==> config.mk <==
export PLATFORM = sky130hd
export DESIGN_NAME = mul_share_sched_flat
export DESIGN_NICKNAME = d
export VERILOG_FILES = /design/src/rtl/mul_share_sched_pkg.sv /design/src/rtl/mul_share_sched_if.sv /design/src/rtl/mul_share_sched_iter.sv /design/src/rtl/mul_share_sched.sv /design/src/flat_wrapper.sv
export SDC_FILE = /design/constraint.sdc
export NUM_CORES = 1
export LEC_CHECK = 0
export BUFFER_PORTS_ARGS = -buffer_cell sky130_fd_sc_hd__buf_2
export CAP_MARGIN = 10
export CORE_MARGIN = 5
export CORE_UTILIZATION = 35
export CTS_CLUSTER_DIAMETER = 100
export CTS_CLUSTER_SIZE = 28
export DETAILED_ROUTE_END_ITERATION = 16
export PLACE_DENSITY_LB_ADDON = 0.08
export SYNTH_ARGS = -nofsm -noshare
export SYNTH_HDL_FRONTEND = slang
export SYNTH_SLANG_ARGS = --single-unit
==> constraint.sdc <==
create_clock -name clk -period 2 [get_ports clk]
set_input_delay 0.1 -clock clk [delete_from_list [all_inputs] [get_ports clk]]
set_output_delay 0.1 -clock clk [all_outputs]
set_load 0.03 [all_outputs]
==> src/rtl/mul_share_sched_pkg.sv <==
// mul_sched_pkg: shared types and sizing for the shared-multiplier scheduler.
// Holds the FSM state enum, default operand width, lane id width and the
// iteration counter width helper.
package mul_sched_pkg;

   typedef enum logic [1:0] {
      IDLE = 2'd0,
      BUSY = 2'd1,
      DONE = 2'd2
   } mulState_e;

   localparam int MUL_WIDTH = 16;
   localparam int MUL_LANES = 2;
   localparam int LANE_W    = 1;

   // Counter must be able to hold the value WIDTH itself, not just WIDTH-1
   function automatic int countWidth(input int width);
      return $clog2(width + 1);
   endfunction

   localparam int MUL_CNT_W = countWidth(MUL_WIDTH);

endpackage

==> src/rtl/mul_share_sched_if.sv <==
// mul_share_sched_if: request/response bundle between the two issue lanes,
// the memory-stage consumer and the shared multiplier scheduler.
// The master modport is the lane/consumer side, slave is the scheduler.
interface mul_share_sched_if
   import mul_sched_pkg::*;
#(
   parameter int WIDTH = MUL_WIDTH,
   parameter int LANES = MUL_LANES
) ();

   logic [LANES-1:0]  req_valid;
   logic [LANES-1:0]  req_ready;
   logic [WIDTH-1:0]  req_op1_0;
   logic [WIDTH-1:0]  req_op2_0;
   logic [WIDTH-1:0]  req_instr_0;
   logic [WIDTH-1:0]  req_op1_1;
   logic [WIDTH-1:0]  req_op2_1;
   logic [WIDTH-1:0]  req_instr_1;

   logic              resp_valid;
   logic              resp_ready;
   logic [LANE_W-1:0] resp_lane;
   logic [WIDTH-1:0]  resp_result;
   logic [WIDTH-1:0]  resp_instr;

   modport master (
      output req_valid, req_op1_0, req_op2_0, req_instr_0,
             req_op1_1, req_op2_1, req_instr_1, resp_ready,
      input  req_ready, resp_valid, resp_lane, resp_result, resp_instr
   );

   modport slave (
      input  req_valid, req_op1_0, req_op2_0, req_instr_0,
             req_op1_1, req_op2_1, req_instr_1, resp_ready,
      output req_ready, resp_valid, resp_lane, resp_result, resp_instr
   );

endinterface

==> src/rtl/mul_share_sched_iter.sv <==
// mul_iter_core: radix-2 shift-add multiplier datapath, one partial product
// per step. All arithmetic wraps modulo 2^WIDTH.
// Optional macro MUL_EARLY_EXIT_EN: done also asserts once the remaining
// multiplier bits are all zero, shortening the operation.
module mul_iter_core
   import mul_sched_pkg::*;
#(
   parameter int WIDTH = MUL_WIDTH
) (
   input  logic             clk,
   input  logic             reset,
   input  logic             load_i,
   input  logic             step_i,
   input  logic [WIDTH-1:0] op1_i,
   input  logic [WIDTH-1:0] op2_i,
   output logic             done_o,
   output logic [WIDTH-1:0] product_o
);

   localparam int CNT_W = countWidth(WIDTH);

   logic [WIDTH-1:0] acc_q, acc_d;
   logic [WIDTH-1:0] mcand_q, mcand_d;
   logic [WIDTH-1:0] mplier_q, mplier_d;
   logic [CNT_W-1:0] count_q, count_d;

   // Load fresh operands, or add the shifted multiplicand for each set multiplier bit
   always_comb begin
      acc_d    = acc_q;
      mcand_d  = mcand_q;
      mplier_d = mplier_q;
      count_d  = count_q;
      if (load_i) begin
         acc_d    = '0;
         mcand_d  = op1_i;
         mplier_d = op2_i;
         count_d  = '0;
      end else if (step_i) begin
         if (mplier_q[0]) begin
            acc_d = acc_q + mcand_q;
         end
         mcand_d  = mcand_q << 1;
         mplier_d = mplier_q >> 1;
         count_d  = count_q + CNT_W'(1);
      end
   end

   // Datapath registers; cleared on reset so no stale partial product survives
   always_ff @(posedge clk or negedge reset) begin
      if (!reset) begin
         acc_q    <= '0;
         mcand_q  <= '0;
         mplier_q <= '0;
         count_q  <= '0;
      end else begin
         acc_q    <= acc_d;
         mcand_q  <= mcand_d;
         mplier_q <= mplier_d;
         count_q  <= count_d;
      end
   end

`ifdef MUL_EARLY_EXIT_EN
   assign done_o = (mplier_q == '0) || (count_q == CNT_W'(WIDTH));
`else
   assign done_o = (count_q == CNT_W'(WIDTH));
`endif

   assign product_o = acc_q;

endmodule

==> src/rtl/mul_share_sched.sv <==
// mul_share_sched: round-robin scheduler sharing one iterative multiplier
// between the two execute lanes. Owns arbitration, the IDLE/BUSY/DONE FSM
// and the response registers; the datapath lives in mul_iter_core.
// Optional macro MUL_EARLY_EXIT_EN (handled inside mul_iter_core).
module mul_share_sched
   import mul_sched_pkg::*;
#(
   parameter int WIDTH = MUL_WIDTH,
   parameter int LANES = MUL_LANES
) (
   input  logic             clk,
   input  logic             reset,
   input  logic             flush,
   output logic             busy,
   mul_share_sched_if.slave bus
);

   mulState_e         state_q, state_d;
   logic              rrLast_q;
   logic [LANE_W-1:0] respLane_q;
   logic [WIDTH-1:0]  respInstr_q;
   logic [WIDTH-1:0]  respResult_q;

   logic [LANES-1:0]  grant;
   logic              load;
   logic              step;
   logic              finish;
   logic              coreDone;
   logic [WIDTH-1:0]  coreProduct;
   logic [WIDTH-1:0]  selOp1;
   logic [WIDTH-1:0]  selOp2;
   logic [WIDTH-1:0]  selInstr;

   assign selOp1   = grant[1] ? bus.req_op1_1   : bus.req_op1_0;
   assign selOp2   = grant[1] ? bus.req_op2_1   : bus.req_op2_0;
   assign selInstr = grant[1] ? bus.req_instr_1 : bus.req_instr_0;

   // Arbitration and next-state: flush overrides everything, ties go to the lane not served last
   always_comb begin
      state_d = state_q;
      grant   = '0;
      load    = 1'b0;
      step    = 1'b0;
      finish  = 1'b0;
      unique case (state_q)
         IDLE: begin
            if (!flush) begin
               if (bus.req_valid[0] && (!bus.req_valid[1] || rrLast_q)) begin
                  grant[0] = 1'b1;
               end else if (bus.req_valid[1]) begin
                  grant[1] = 1'b1;
               end
               if (grant != '0) begin
                  load    = 1'b1;
                  state_d = BUSY;
               end
            end
         end
         BUSY: begin
            if (flush) begin
               state_d = IDLE;
            end else if (coreDone) begin
               finish  = 1'b1;
               state_d = DONE;
            end else begin
               step = 1'b1;
            end
         end
         DONE: begin
            if (flush || bus.resp_ready) begin
               state_d = IDLE;
            end
         end
         default: state_d = IDLE;
      endcase
   end

   // State, round-robin pointer and response capture; rrLast starts at 1 so lane 0 wins the first tie
   always_ff @(posedge clk or negedge reset) begin
      if (!reset) begin
         state_q      <= IDLE;
         rrLast_q     <= 1'b1;
         respLane_q   <= '0;
         respInstr_q  <= '0;
         respResult_q <= '0;
      end else begin
         state_q <= state_d;
         if (load) begin
            rrLast_q    <= grant[1];
            respLane_q  <= grant[1];
            respInstr_q <= selInstr;
         end
         if (finish) begin
            respResult_q <= coreProduct;
         end
      end
   end

   mul_iter_core #(
      .WIDTH(WIDTH)
   ) uCore (
      .clk      (clk),
      .reset    (reset),
      .load_i   (load),
      .step_i   (step),
      .op1_i    (selOp1),
      .op2_i    (selOp2),
      .done_o   (coreDone),
      .product_o(coreProduct)
   );

   assign bus.req_ready   = grant;
   assign bus.resp_valid  = (state_q == DONE);
   assign bus.resp_lane   = respLane_q;
   assign bus.resp_result = respResult_q;
   assign bus.resp_instr  = respInstr_q;
   assign busy            = (state_q != IDLE);

endmodule

==> src/flat_wrapper.sv <==
// flat-port wrapper written by rule: the top's interface ports become plain ports
module mul_share_sched_flat import mul_sched_pkg::*;
#(
   parameter int WIDTH = MUL_WIDTH,
   parameter int LANES = MUL_LANES
)
  (clk, reset, flush, busy, bus_req_valid, bus_req_op1_0, bus_req_op2_0, bus_req_instr_0, bus_req_op1_1, bus_req_op2_1, bus_req_instr_1, bus_resp_ready, bus_req_ready, bus_resp_valid, bus_resp_lane, bus_resp_result, bus_resp_instr);
  mul_share_sched_if #(.WIDTH(WIDTH), .LANES(LANES)) bus_i ();
  input  logic clk;
  input  logic reset;
  input  logic flush;
  output logic busy;
  input wire logic [$bits(bus_i.req_valid)-1:0] bus_req_valid;
  input wire logic [$bits(bus_i.req_op1_0)-1:0] bus_req_op1_0;
  input wire logic [$bits(bus_i.req_op2_0)-1:0] bus_req_op2_0;
  input wire logic [$bits(bus_i.req_instr_0)-1:0] bus_req_instr_0;
  input wire logic [$bits(bus_i.req_op1_1)-1:0] bus_req_op1_1;
  input wire logic [$bits(bus_i.req_op2_1)-1:0] bus_req_op2_1;
  input wire logic [$bits(bus_i.req_instr_1)-1:0] bus_req_instr_1;
  input wire logic [$bits(bus_i.resp_ready)-1:0] bus_resp_ready;
  output wire logic [$bits(bus_i.req_ready)-1:0] bus_req_ready;
  output wire logic [$bits(bus_i.resp_valid)-1:0] bus_resp_valid;
  output wire logic [$bits(bus_i.resp_lane)-1:0] bus_resp_lane;
  output wire logic [$bits(bus_i.resp_result)-1:0] bus_resp_result;
  output wire logic [$bits(bus_i.resp_instr)-1:0] bus_resp_instr;
  assign bus_i.req_valid = bus_req_valid;
  assign bus_i.req_op1_0 = bus_req_op1_0;
  assign bus_i.req_op2_0 = bus_req_op2_0;
  assign bus_i.req_instr_0 = bus_req_instr_0;
  assign bus_i.req_op1_1 = bus_req_op1_1;
  assign bus_i.req_op2_1 = bus_req_op2_1;
  assign bus_i.req_instr_1 = bus_req_instr_1;
  assign bus_i.resp_ready = bus_resp_ready;
  assign bus_req_ready = bus_i.req_ready;
  assign bus_resp_valid = bus_i.resp_valid;
  assign bus_resp_lane = bus_i.resp_lane;
  assign bus_resp_result = bus_i.resp_result;
  assign bus_resp_instr = bus_i.resp_instr;
  mul_share_sched #(.WIDTH(WIDTH), .LANES(LANES)) u_core (.clk(clk), .reset(reset), .flush(flush), .busy(busy), .bus(bus_i));
endmodule
==> key figures, run 1 <==
Layout
  – NumNets Final: 850
  – Area of the multi-input gates: 2605 µm²
  – Filler cells: 1,357
  – P&R area growth vs syn: 42.14%
  – Sequential cell area: 2228 µm²
  – Layout cells sized above 1: 35.37%
  – Final instance area: 6938 µm²
  – Antenna cells: 0
  – Final Non-Filler Cells: 915

Timing
  – Worst-Margin Slew: 0.7989 ns
  – Peak Freq: 0.4576 GHz
  – Setup_tns: -0.6981 ns
  – Max_slew headroom: 46.74%
  – Hold violation total from the final report: 0
  – Final slew viol count: 0
  – Tmin final: 2.185 ns
  – Final Setup Violations: 5
  – Final critical-path share of the clock period: 109.3%
  – Post-route setup slack: -0.1851 ns
  – Unrepaired setup endpoints after global routing: yes
  – Clock Skew: 0.008575 ns

Route
  – Via-per-instance ratio: 5.075
  – First drt pass iteration count: 4
  – Routed Antenna Nets: 0
  – Iteration-0 DRC Markers: 219
  – DRC viols: 0
  – Vias post-DR: 4,644
  – Post-Route WL: 14.37 mm
  – WL/cell: 15.71 µm

Clock tree
  – TritonCTS sink count: 89
  – Clk root buf: clkbuf_16
  – Clock buffer depth: 2
  – Clock Latency Late Sink: 0.35 ns
  – TritonCTS Buffers: 9
  – TritonCTS clock tree: yes
  – Worst-path clk slew: 0.06 ns
  – H-tree Lvls: 3

Die
  – Horiz. Die Dim: 128.1 µm
  – Die footprint: 16,410 µm²
  – Top-Level Pins: 139
  – Total core area: 13,770 µm²
  – Std-Cell Rows: 43
  – Die Height: 128.1 µm
  – Initial Util: 35.44%

Synthesis
  – Mux contribution to synthesized area: 4.486%
  – Post-Synth Adder-Cell Area: 4.768%
  – Synthesized net count: 650
  – Synth unique cells: 54
  – Sequential share of the synthesized area: 45.65%
  – Compound-cell area share of the yosys netlist: 21.17%
  – Syn avg cell area: 9.209 µm²
  – Post-synth EDFFs: 0
  – #FFs+latches synth: 89
  – Simple-Gate Fraction of Synth Area: 18.20%
  – Gate Count Post-Synth: 530
  – Main combinational cell family by area after synthesis: compound AO/OA/AOI/OAI gates
  – Most common flop cell mapped by yosys: dfrtp_1
  – Syn. warnings: 0
  – Synth Area in XOR/XNOR: 1.974%
  – Synthesized cell area: 4881 µm²
  – Async SR Flop Fraction: 100.0%

Run
  – Max Cap Viol: 0

Critical path
  – Worst Setup End Kind: flop
  – CP Launch Type: flop
  – CP required: 2.22 ns
  – Worst Path Arrival: 2.41 ns
  – Max Fanout on Critical Path: 5
  – R2R Path End: u_core.uCore.product_o[14]$_DFFE_PN0P_
  – WS Path Type: reg -> reg
  – FF-to-FF Start: u_core.uCore.product_o[0]$_DFFE_PN0P_
  – R2R setup slack: -0.19 ns
  – Reg2reg path depth: 9

GRT
  – Initial antenna violation count: 0
  – Largest net degree at the start of global routing: 59
  – GRT Util Overall: 18.03%
  – Vias in the first global route: 4,893
  – M2 GR Usage: 30.87%
  – Global route hottest layer: met2
  – Met3 usage: 4.750%
  – Remaining global-route overflow: 0
  – Wire length of the first global-routing pass: 23.65 mm
  – Met1 Track Usage GR: 22.18%

Worst hold path
  – Hold Crit Endpoint: u_core.bus.resp_instr[11]$_DFFE_PN0N_
  – Hold Path Origin: bus_req_instr_0[11]
  – Hold/Removal Path Class: in -> reg
  – WHS Path Cells: 3

Place
  – Hpwl dp: 9.979 mm
  – Cell Count Post-Placement: 866
  – Placed Area: 6147 µm²
  – Routability cong.: 0.7988
  – Port bufs: 138

Power and ir drop
  – Leak Pwr: 3.545 nW
  – PD cells: 1104 nW/µm²
  – Peak supply drop: 0.4344 mV

Run status
  – Status: finished, violations left
  – Violated checks: setup timing
[cell usage in the layout (no fill, tap or decap), drive strengths merged, types with 13 or more instances in the layout]
master	synthesis	final
a31oi	17	17
a21o	34	34
dfrtp	88	88
clkbuf	10	13
buf	23	199
nand3	19	19
dlygate4sd3	0	22
nor2	56	56
ha	17	17
a311oi	28	28
mux2	15	15
nand2	112	112
o21ai	20	20
[routing by layer]
metal | wire length, µm | vias up
li1 | - | 2294
met2 | 7090 | 114
met5 | 0 | -
met3 | 805 | 14
met4 | 190 | 0
met1 | 6284 | 2222
[flip-flops by register name (all words and copies together) (netlist names)]
name	flops
u_core.bus.resp_instr	16
u_core.bus.resp_result	16
u_core.uCore.mcand_q	16
u_core.uCore.mplier_q	16
u_core.uCore.product_o	16
u_core.uCore.count_q	5
u_core.state_q	2
u_core.bus.resp_lane	1
u_core.rrLast_q	1
[synth_stat cells, types with 3 or more instances]
| library cell | count | share of area [%] |
|---|---|---|
| o21a_1 | 7 | 1.1 |
| dfrtp_1 | 88 | 45 |
| mux2i_1 | 5 | 1.0 |
| o21ai_1 | 13 | 1.3 |
| nand2b_1 | 3 | 0.38 |
| mux2_2 | 15 | 3.5 |
| a21oi_1 | 9 | 0.92 |
| a31oi_1 | 17 | 2.2 |
| buf_1 | 3 | 0.23 |
| ha_1 | 17 | 4.4 |
| a21o_1 | 33 | 5.1 |
| nor3_1 | 3 | 0.31 |
| clkbuf_1 | 10 | 0.77 |
| a311oi_1 | 28 | 5.0 |
| xnor2_1 | 3 | 0.54 |
| inv_1 | 7 | 0.54 |
| o211ai_1 | 7 | 1.1 |
| xor2_1 | 8 | 1.4 |
| nor2_1 | 54 | 4.2 |
| nand3_1 | 19 | 1.9 |
| a211o_1 | 3 | 0.54 |
| nand2_1 | 111 | 8.5 |
| nand4_1 | 3 | 0.38 |
| buf_2 | 20 | 2.1 |
| o21ai_0 | 7 | 0.72 |
[report_power, final]
part	total (W)	internal [W]	leakage [nW]	switching, W
Sequential	0.00268	0.00228	1.13	0.000400
Clock	0.00193	0.00122	0.158	0.000701
Combinational	0.00305	0.00149	2.25	0.00156
Total	0.00766	0.00499	3.54	0.00266
[how the worst max path moves through the flow]
stage	cells after the start	startpoint	slack, ns	endpoint
2_1_floorplan	9	u_core.uCore.product_o[0]$_DFFE_PN0P_	-0.1	u_core.uCore.product_o[12]$_DFFE_PN0P_
3_3_place_gp	9	u_core.uCore.product_o[0]$_DFFE_PN0P_	-0.18	u_core.uCore.product_o[12]$_DFFE_PN0P_
3_5_place_dp	9	u_core.uCore.mcand_q[0]$_DFFE_PN0P_	-0.21	u_core.uCore.product_o[14]$_DFFE_PN0P_
4_1_cts	9	u_core.uCore.product_o[0]$_DFFE_PN0P_	-0.20	u_core.uCore.product_o[14]$_DFFE_PN0P_
5_1_grt	9	u_core.uCore.mcand_q[0]$_DFFE_PN0P_	-0.30	u_core.uCore.product_o[12]$_DFFE_PN0P_
6_report	9	u_core.uCore.product_o[0]$_DFFE_PN0P_	-0.19	u_core.uCore.product_o[14]$_DFFE_PN0P_
[through the flow]
stage | worst slack, ns | total power, W | hold slack (ns) | utilization, %
final | -0.1851 | 0.007657 | 0.008808 | 50.37
after global routing | -0.2999 | 0.008179 | 0.009951 | 50.37
after CTS | -0.2040 | 0.007612 | 0.0002334 | 49.73
after detailed placement | -0.2094 | 0.005455 | 0.2361 | 44.63
after global placement | -0.1753 | 0.005400 | 0.2386 | 44.63
after floorplan | -0.09783 | 0.004377 | -0.1956 | -
[critical path, stage by stage, from the launching register on]
cell and delay [ns]:
dfrtp_1 0.38, ha_2 0.20, inv_2 0.06, fa_2 0.20
nor2b_1 0.05, o21a_1 0.18, a311o_2 0.35, a221oi_4 0.39
o21a_1 0.18, o211ai_1 0.07
[logic make-up after synthesis]
| family | count (synthesis) |
|---|---|
| compound gates | 141 |
| xor+xnor | 11 |
| fa+ha+maj | 18 |
| buf+inv | 42 |
| flops | 89 |
| mux | 20 |
| simple gates | 209 |
[repair_timing]
action,CTS,global route
endpoints found under the hold margin,68,0
gates resized for setup,11,12
endpoints found under the setup margin,38,39
gates cloned,2,0
hold buffers,22,0
setup buffers,7,3
pin swaps,15,11
[layout make-up]
class / instances / share of cell area, %
clock buffer: 13 / 3.463
clock inverter: 3 / 1.298
inverter: 9 / 0.4869
multi-input combinational: 399 / 37.55
sequential: 89 / 32.12
tap: 180 / 3.246
timing repair buffer: 222 / 21.84
Power figures use the tool's default switching activity.
==> run 2, diff against run 1 <==
--- a/config.mk
+++ b/config.mk
@@ -12,7 +12,6 @@
 export CTS_CLUSTER_DIAMETER = 100
 export CTS_CLUSTER_SIZE = 28
 export DETAILED_ROUTE_END_ITERATION = 16
-export PLACE_DENSITY_LB_ADDON = 0.08
 export SYNTH_ARGS = -nofsm -noshare
 export SYNTH_HDL_FRONTEND = slang
 export SYNTH_SLANG_ARGS = --single-unit
==> run 2 against run 1 <==
Compared with the run above: the flow still finishes with violations (setup timing); critical path depth is the same; sequential share of layout area grew 0.37 points; worst hold slack gained 0.0034 ns; setup slack lost 0.017 ns; clock skew grew 0.00085 ns; global-route usage shrank 0.69 points; final cell count shrank 0.55%; sequential power is essentially flat; die area is the same.
==> key figures, run 2 (same netlist as run 1, synthesis figures left out) <==
Die
  – Std-Cell Rows: 43 (unchanged)
  – Total core area: 13,770 µm² (unchanged)
  – Die Height: 128.1 µm (unchanged)
  – Initial Util: 35.44% (unchanged)
  – Die footprint: 16,410 µm² (unchanged)
  – Top-Level Pins: 139 (unchanged)
  – Horiz. Die Dim: 128.1 µm (unchanged)

Layout
  – P&R area growth vs syn: 40.53%
  – Final instance area: 6859 µm² (-1.1%)
  – Area of the multi-input gates: 2587 µm² (-0.67%)
  – Commonest cells after routing, fill and taps aside: buf_2 (136), nand2_1 (111), dfrtp_1 (88)
  – Final Non-Filler Cells: 910 (-0.55%)
  – Antenna cells: 0 (unchanged)
  – Filler cells: 1,310 (-3.5%)
  – Layout cells sized above 1: 34.52% (-0.85 points)
  – NumNets Final: 847 (-0.35%)
  – Commonest non-fill, non-tap cell in the layout: buf_2
  – Final Core Density: 49.80% (-0.57 points)
  – Sequential cell area: 2228 µm² (unchanged)

Power and ir drop
  – Sequential power share: 36.2% (+1.2 points)
  – P_int: 0.004733 W (-5.2%)
  – Leak Pwr: 3.502 nW (-1.2%)
  – Combinational share of power: 41.2% (+1.3 points)
  – Power share of the clock group: 22.6% (-2.5 points)
  – Sw Pwr: 0.002683 W (+0.74%)
  – Peak supply drop: 0.5006 mV (+15%)
  – Sw Ratio: 36.18% (+1.4 points)
  – PD cells: 1081 nW/µm² (-2.0%)

Run
  – Max Cap Viol: 0 (unchanged)

Place
  – Cell Count Post-Placement: 861 (-0.58%)
  – Port bufs: 138 (unchanged)
  – Place WS: -0.2059 ns (+0.003546 ns)
  – Placed Area: 6085 µm² (-1.0%)
  – Routability cong.: 0.8622 (+7.9%)
  – Hpwl dp: 10.19 mm (+2.1%)

Timing
  – Worst-Margin Slew: 0.6077 ns (-0.1913 ns)
  – Tmin final: 2.202 ns (+0.01715 ns)
  – Unrepaired setup endpoints after global routing: yes
  – Post-route setup slack: -0.2023 ns (-0.01715 ns)
  – Final critical-path share of the clock period: 110.1% (+0.86 points)
  – Final slew viol count: 0 (unchanged)
  – Final Setup Violations: 5 (unchanged)
  – Peak Freq: 0.4541 GHz (-0.78%)
  – Hold violation total from the final report: 0 (unchanged)
  – Max_slew headroom: 59.48% (+13 points)
  – Clock Skew: 0.009425 ns (+0.0008504 ns)

GRT
  – Wire length of the first global-routing pass: 22.95 mm (-3.0%)
  – Met1 Track Usage GR: 22.55% (+0.37 points)
  – Largest net degree at the start of global routing: 55 (-6.8%)
  – Global route hottest layer: met2
  – Initial antenna violation count: 0 (unchanged)
  – Remaining global-route overflow: 0 (unchanged)
  – GRT Util Overall: 17.34% (-0.69 points)
  – Vias in the first global route: 4,697 (-4.0%)
  – M2 GR Usage: 28.71% (-2.2 points)
  – Met3 usage: 4.875% (+0.13 points)

Run status
  – Status: finished, violations left
  – Violated checks: setup timing

Clock tree
  – Worst-path clk slew: 0.06 ns (about the same)
  – TritonCTS sink count: 89 (unchanged)
  – Clk root buf: clkbuf_16
  – H-tree Lvls: 3 (unchanged)
  – Clock Latency Late Sink: 0.35 ns (about the same)
  – Clock buffer depth: 2 (unchanged)
  – TritonCTS Buffers: 9 (unchanged)
  – TritonCTS clock tree: yes

Route
  – WL/cell: 16.11 µm (+2.6%)
  – DRC viols: 0 (unchanged)
  – Iteration-0 DRC Markers: 222 (+1.4%)
  – Post-Route WL: 14.66 mm (+2.0%)
  – Routed Antenna Nets: 0 (unchanged)
  – First drt pass iteration count: 4 (unchanged)
  – Vias post-DR: 4,670 (+0.56%)
  – Via-per-instance ratio: 5.132 (+1.1%)

Critical path
  – Critical Path Most Common Cell: o21a_1
  – Max Fanout on Critical Path: 5 (unchanged)
  – Worst Setup End Kind: flop
  – CP Launch Type: flop
  – WS Path Type: reg -> reg
  – Worst path max stage delay: 0.39 ns (about the same)
  – CP required: 2.22 ns (about the same)
  – Slowest cell on the critical path: a221oi_4
  – Worst Path Arrival: 2.42 ns (about the same)
  – Critical path, cell by cell: ha_2, inv_2, fa_2, nor2b_1, o21a_1, a311o_2, a221oi_4, o21a_1, o211ai_1

Worst hold path
  – Hold/Removal Path Class: in -> reg
[run 2: per-layer routing]
layer  wire length, µm  vias to the layer above
met4               180                        0
met1              6662                     2253
met5                 0                        -
met3               815                       13
met2              7002                      124
li1                  -                     2280
[run 2: area by class of cell]
class,instances,area share [%]
clock buffer,11,3.539
clock inverter,3,0.6202
inverter,9,0.4925
multi-input combinational,399,37.72
sequential,89,32.49
tap,180,3.283
timing repair buffer,219,21.85
[run 2: final timing paths]
kind / from / end / slack, ns / depth (start not counted)
max in group asynchronous: reset / u_core.uCore.product_o[7]$_DFFE_PN0P_ / 1.04 / 3
worst min register to register: u_core.rrLast_q$_DFFE_PN1N_ / u_core.rrLast_q$_DFFE_PN1N_ / 0.47 / 2
worst min-delay path: bus_req_instr_0[8] / u_core.bus.resp_instr[8]$_DFFE_PN0N_ / 0.01 / 3
min in group asynchronous: reset / u_core.bus.resp_result[0]$_DFFE_PN0P_ / 0.30 / 2
worst max register to register: u_core.uCore.product_o[0]$_DFFE_PN0P_ / u_core.uCore.product_o[12]$_DFFE_PN0P_ / -0.20 / 9
worst max-delay path: u_core.uCore.product_o[0]$_DFFE_PN0P_ / u_core.uCore.product_o[12]$_DFFE_PN0P_ / -0.20 / 9
[run 2: what timing repair did]
item                                    in CTS  in global routing
pin swaps                                    9                 15
endpoints found under the hold margin       55                  0
gates resized for setup                      8                 12
gates cloned                                 0                  3
hold buffers                                24                  0
endpoints found under the setup margin       7                 40
buffers inserted                             2                  6
[run 2: worst max-delay path: cells and delay by family (launching register included)]
| family | cells | cell delay [ns] |
|---|---|---|
| DFF | 1 | 0.38 |
| and+or+nand+nor | 1 | 0.05 |
| adders and majority gates | 2 | 0.39 |
| AOI/OAI and AO/OA | 5 | 1.19 |
| buffers and inverters | 1 | 0.06 |
[run 2: power by group through the flow]
stage / clock network, W / logic (W) / registers (W)
6_report: 0.00167 / 0.00306 / 0.00269
5_1_grt: 0.00179 / 0.00337 / 0.00274
3_5_place_dp: 0 / 0.00277 / 0.00269
2_1_floorplan: 0 / 0.00162 / 0.00275
3_3_place_gp: 0 / 0.00273 / 0.00267
4_1_cts: 0.00173 / 0.00289 / 0.00268
[run 2: metrics by stage]
| step | hold slack (ns) | setup TNS [ns] | total power, W |
|---|---|---|---|
| finish | 0.01220 | -0.6910 | 0.007416 |
| global route | 0.008361 | -1.269 | 0.007897 |
| CTS | 0.001715 | -0.6738 | 0.007288 |
| detailed placement | 0.1426 | -0.9263 | 0.005462 |
| global placement | 0.1502 | -0.6659 | 0.005397 |
| floorplan | -0.1956 | -0.3064 | 0.004377 |
==> run 3, diff against run 2 <==
--- a/config.mk
+++ b/config.mk
@@ -6,8 +6,8 @@
 export NUM_CORES = 1
 export LEC_CHECK = 0
 export BUFFER_PORTS_ARGS = -buffer_cell sky130_fd_sc_hd__buf_2
-export CAP_MARGIN = 10
-export CORE_MARGIN = 5
+export CAP_MARGIN = 20
+export CORE_MARGIN = 10
 export CORE_UTILIZATION = 35
 export CTS_CLUSTER_DIAMETER = 100
 export CTS_CLUSTER_SIZE = 28
==> constraint.sdc (replaced) <==
create_clock -name clk -period 2.5 [get_ports clk]
set_input_delay 0.125 -clock clk [delete_from_list [all_inputs] [get_ports clk]]
set_output_delay 0.125 -clock clk [all_outputs]
set_load 0.03 [all_outputs]
==> run 3 against run 2 <==
Compared with the run above: the run now ends clean; sequential power fell by 19%; via count shrank 6.1%; final cell count fell by 7.4%; critical path type unchanged; largest power group is now registers.
==> key figures, run 3 (same netlist as run 1, synthesis figures left out) <==
Run status
  – Status: completed

Critical path
  – Reg2reg path depth: 9 (unchanged)
  – Critical Path Sink: u_core.uCore.product_o[12]$_DFFE_PN0P_
  – WS Path Type: reg -> reg
  – Critical Path Most Common Cell: o21a_1
  – Worst Path Arrival: 2.58 ns (+0.16 ns)
  – CP Launch Type: flop
  – Slowest cell on the critical path: a221oi_4
  – FF-to-FF Start: u_core.uCore.mcand_q[0]$_DFFE_PN0P_
  – Max Fanout on Critical Path: 5 (unchanged)
  – CP required: 2.72 ns (+0.50 ns)
  – R2R setup slack: 0.14 ns (+0.35 ns)
  – R2R Path End: u_core.uCore.product_o[12]$_DFFE_PN0P_
  – Critical path, cell by cell: ha_1, inv_1, fa_2, nor2b_1, o21a_1, a311o_2, a221oi_4, o21a_1, o211ai_1
  – Worst Setup End Kind: flop
  – Worst Setup SP: u_core.uCore.mcand_q[0]$_DFFE_PN0P_
  – Worst path max stage delay: 0.41 ns (+0.02 ns)

Route
  – Vias post-DR: 4,387 (-6.1%)
  – Routed Antenna Nets: 0 (unchanged)
  – DRC viols: 0 (unchanged)
  – WL/cell: 16.68 µm (+3.6%)
  – Iteration-0 DRC Markers: 240 (+8.1%)
  – First drt pass iteration count: 4 (unchanged)
  – Via-per-instance ratio: 5.204 (+1.4%)
  – Post-Route WL: 14.06 mm (-4.1%)

Layout
  – Layout cells sized above 1: 28.66% (-5.9 points)
  – Area of the multi-input gates: 2494 µm² (-3.6%)
  – NumNets Final: 778 (-8.1%)
  – Filler cells: 1,370 (+4.6%)
  – Antenna cells: 0 (unchanged)
  – Final instance area: 6096 µm² (-11%)
  – P&R area growth vs syn: 24.89%
  – Sequential cell area: 2228 µm² (unchanged)
  – Commonest non-fill, non-tap cell in the layout: buf_2
  – Commonest cells after routing, fill and taps aside: buf_2 (137), nand2_1 (111), dfrtp_1 (88)
  – Final Core Density: 44.26% (-5.5 points)

GRT
  – Initial antenna violation count: 0 (unchanged)
  – GRT Util Overall: 14.72% (-2.6 points)
  – Vias in the first global route: 4,590 (-2.3%)
  – Largest net degree at the start of global routing: 62 (+13%)
  – Wire length of the first global-routing pass: 23.50 mm (+2.4%)
  – Remaining global-route overflow: 0 (unchanged)

Clock tree
  – Clock buffer depth: 2 (unchanged)
  – Setup Fix Bufs, Post-CTS: 0 (-2)
  – Clk root buf: clkbuf_16
  – H-tree Lvls: 3 (unchanged)
  – TritonCTS clock tree: yes
  – Worst-path clk slew: 0.06 ns (about the same)
  – Clock Latency Late Sink: 0.35 ns (about the same)
  – TritonCTS sink count: 89 (unchanged)
  – TritonCTS Buffers: 9 (unchanged)

Place
  – Port bufs: 138 (unchanged)
  – Placed Area: 5789 µm² (-4.9%)
  – Routability cong.: 0.8169 (-5.3%)
  – Hpwl dp: 10.48 mm (+2.8%)

Timing
  – Tmin final: 2.357 ns (+0.1546 ns)
  – Final slew viol count: 0 (unchanged)
  – Final critical-path share of the clock period: 94.28% (-16 points)
  – Setup_tns: 0 ns (+0.6910 ns)
  – Clock Skew: 0.006511 ns (-0.002915 ns)
  – Hold violation total from the final report: 0 (unchanged)
  – Max_slew headroom: 58.13% (-1.4 points)
  – Worst-Margin Slew: 0.6280 ns (+0.02034 ns)
  – Unrepaired setup endpoints after global routing: no
  – Peak Freq: 0.4243 GHz (-6.6%)
  – Final Setup Violations: 0 (-5)

Die
  – Horiz. Die Dim: 138.1 µm (+7.8%)
  – Total core area: 13,770 µm² (unchanged)
  – Top-Level Pins: 139 (unchanged)
  – Std-Cell Rows: 43 (unchanged)
  – Initial Util: 35.44% (unchanged)
  – Die footprint: 19,070 µm² (+16%)
  – Die Height: 138.1 µm (+7.8%)

Power and ir drop
  – Sw Ratio: 37.39% (+1.2 points)
  – PD cells: 874.6 nW/µm² (-19%)
  – Peak supply drop: 0.3406 mV (-32%)
  – Sw Pwr: 0.001993 W (-26%)
  – Combinational share of power: 36.0% (-5.2 points)
  – Leak Pwr: 3.125 nW (-11%)
  – Power share of the clock group: 23.3% (+0.7 points)
  – P_int: 0.003338 W (-29%)
  – Tot Pwr: 0.005332 W (-28%)
  – Sequential power share: 40.6% (+4.4 points)

Worst hold path
  – Hold/Removal Path Class: in -> reg

Run
  – Max Cap Viol: 0 (unchanged)
## run 3: metrics by stage
| step | std cells | hold slack [ns] | setup slack, ns |
|---|---|---|---|
| final | 843 | 0.01027 | 0.1431 |
| after global placement | 824 | 0.1793 | 0.1651 |
| after detailed placement | 824 | 0.1942 | 0.06219 |
| after CTS | 842 | 0.002308 | 0.04489 |
| after global routing | 843 | 0.01377 | 0.01852 |
| after floorplan | 530 | -0.1706 | 0.3026 |
## run 3: power groups by stage
stage                     Clock, W  Combinational (W)  Sequential, W
after global routing       0.00135            0.00217        0.00222
final                      0.00124            0.00192        0.00217
after detailed placement         0            0.00191        0.00219
after floorplan                  0            0.00130        0.00220
after global placement           0            0.00187        0.00216
after CTS                  0.00128            0.00193        0.00217
## run 3: repair_timing
action / in CTS / in global routing
setup endpoints to repair: 0 / 4
gates resized for setup: 0 / 2
hold buffers: 2 / 0
endpoints found under the hold margin: 46 / 0
## run 3: critical path, delay by kind of cell (launching register included)
family / cells / cell delay (ns)
compound gates: 5 / 1.24
fa+ha+maj: 2 / 0.46
flops: 1 / 0.40
buf+inv: 1 / 0.08
simple gates: 1 / 0.05
## run 3: worst min-delay path by stage
| stage | from | end | depth (start not counted) |
|---|---|---|---|
| 2_1_floorplan | reset | u_core.bus.resp_instr[0]$_DFFE_PN0N_ | 0 |
| 3_3_place_gp | reset | u_core.bus.resp_result[13]$_DFFE_PN0P_ | 1 |
| 3_5_place_dp | reset | u_core.bus.resp_result[13]$_DFFE_PN0P_ | 1 |
| 4_1_cts | flush | u_core.state_q[1]$_DFFE_PN0P_ | 2 |
| 5_1_grt | bus_req_instr_0[8] | u_core.bus.resp_instr[8]$_DFFE_PN0N_ | 3 |
| 6_report | flush | u_core.state_q[1]$_DFFE_PN0P_ | 2 |
## run 3: layout make-up
type	count	area share [%]
multi-input combinational	399	40.91
clock buffer	14	4.167
clock inverter	2	0.2258
tap	180	3.695
inverter	9	0.5747
sequential	89	36.56
timing repair buffer	150	13.88
## run 3: per-layer routing
| metal | up-vias | track usage, % | wire length, µm |
|---|---|---|---|
| met3 | 14 | 5.856 | 1066 |
| met4 | 0 | 5.050 | 190 |
| met5 | - | 0 | 0 |
| met1 | 2090 | 17.95 | 6423 |
| met2 | 136 | 23.07 | 6383 |
| li1 | 2147 | - | - |
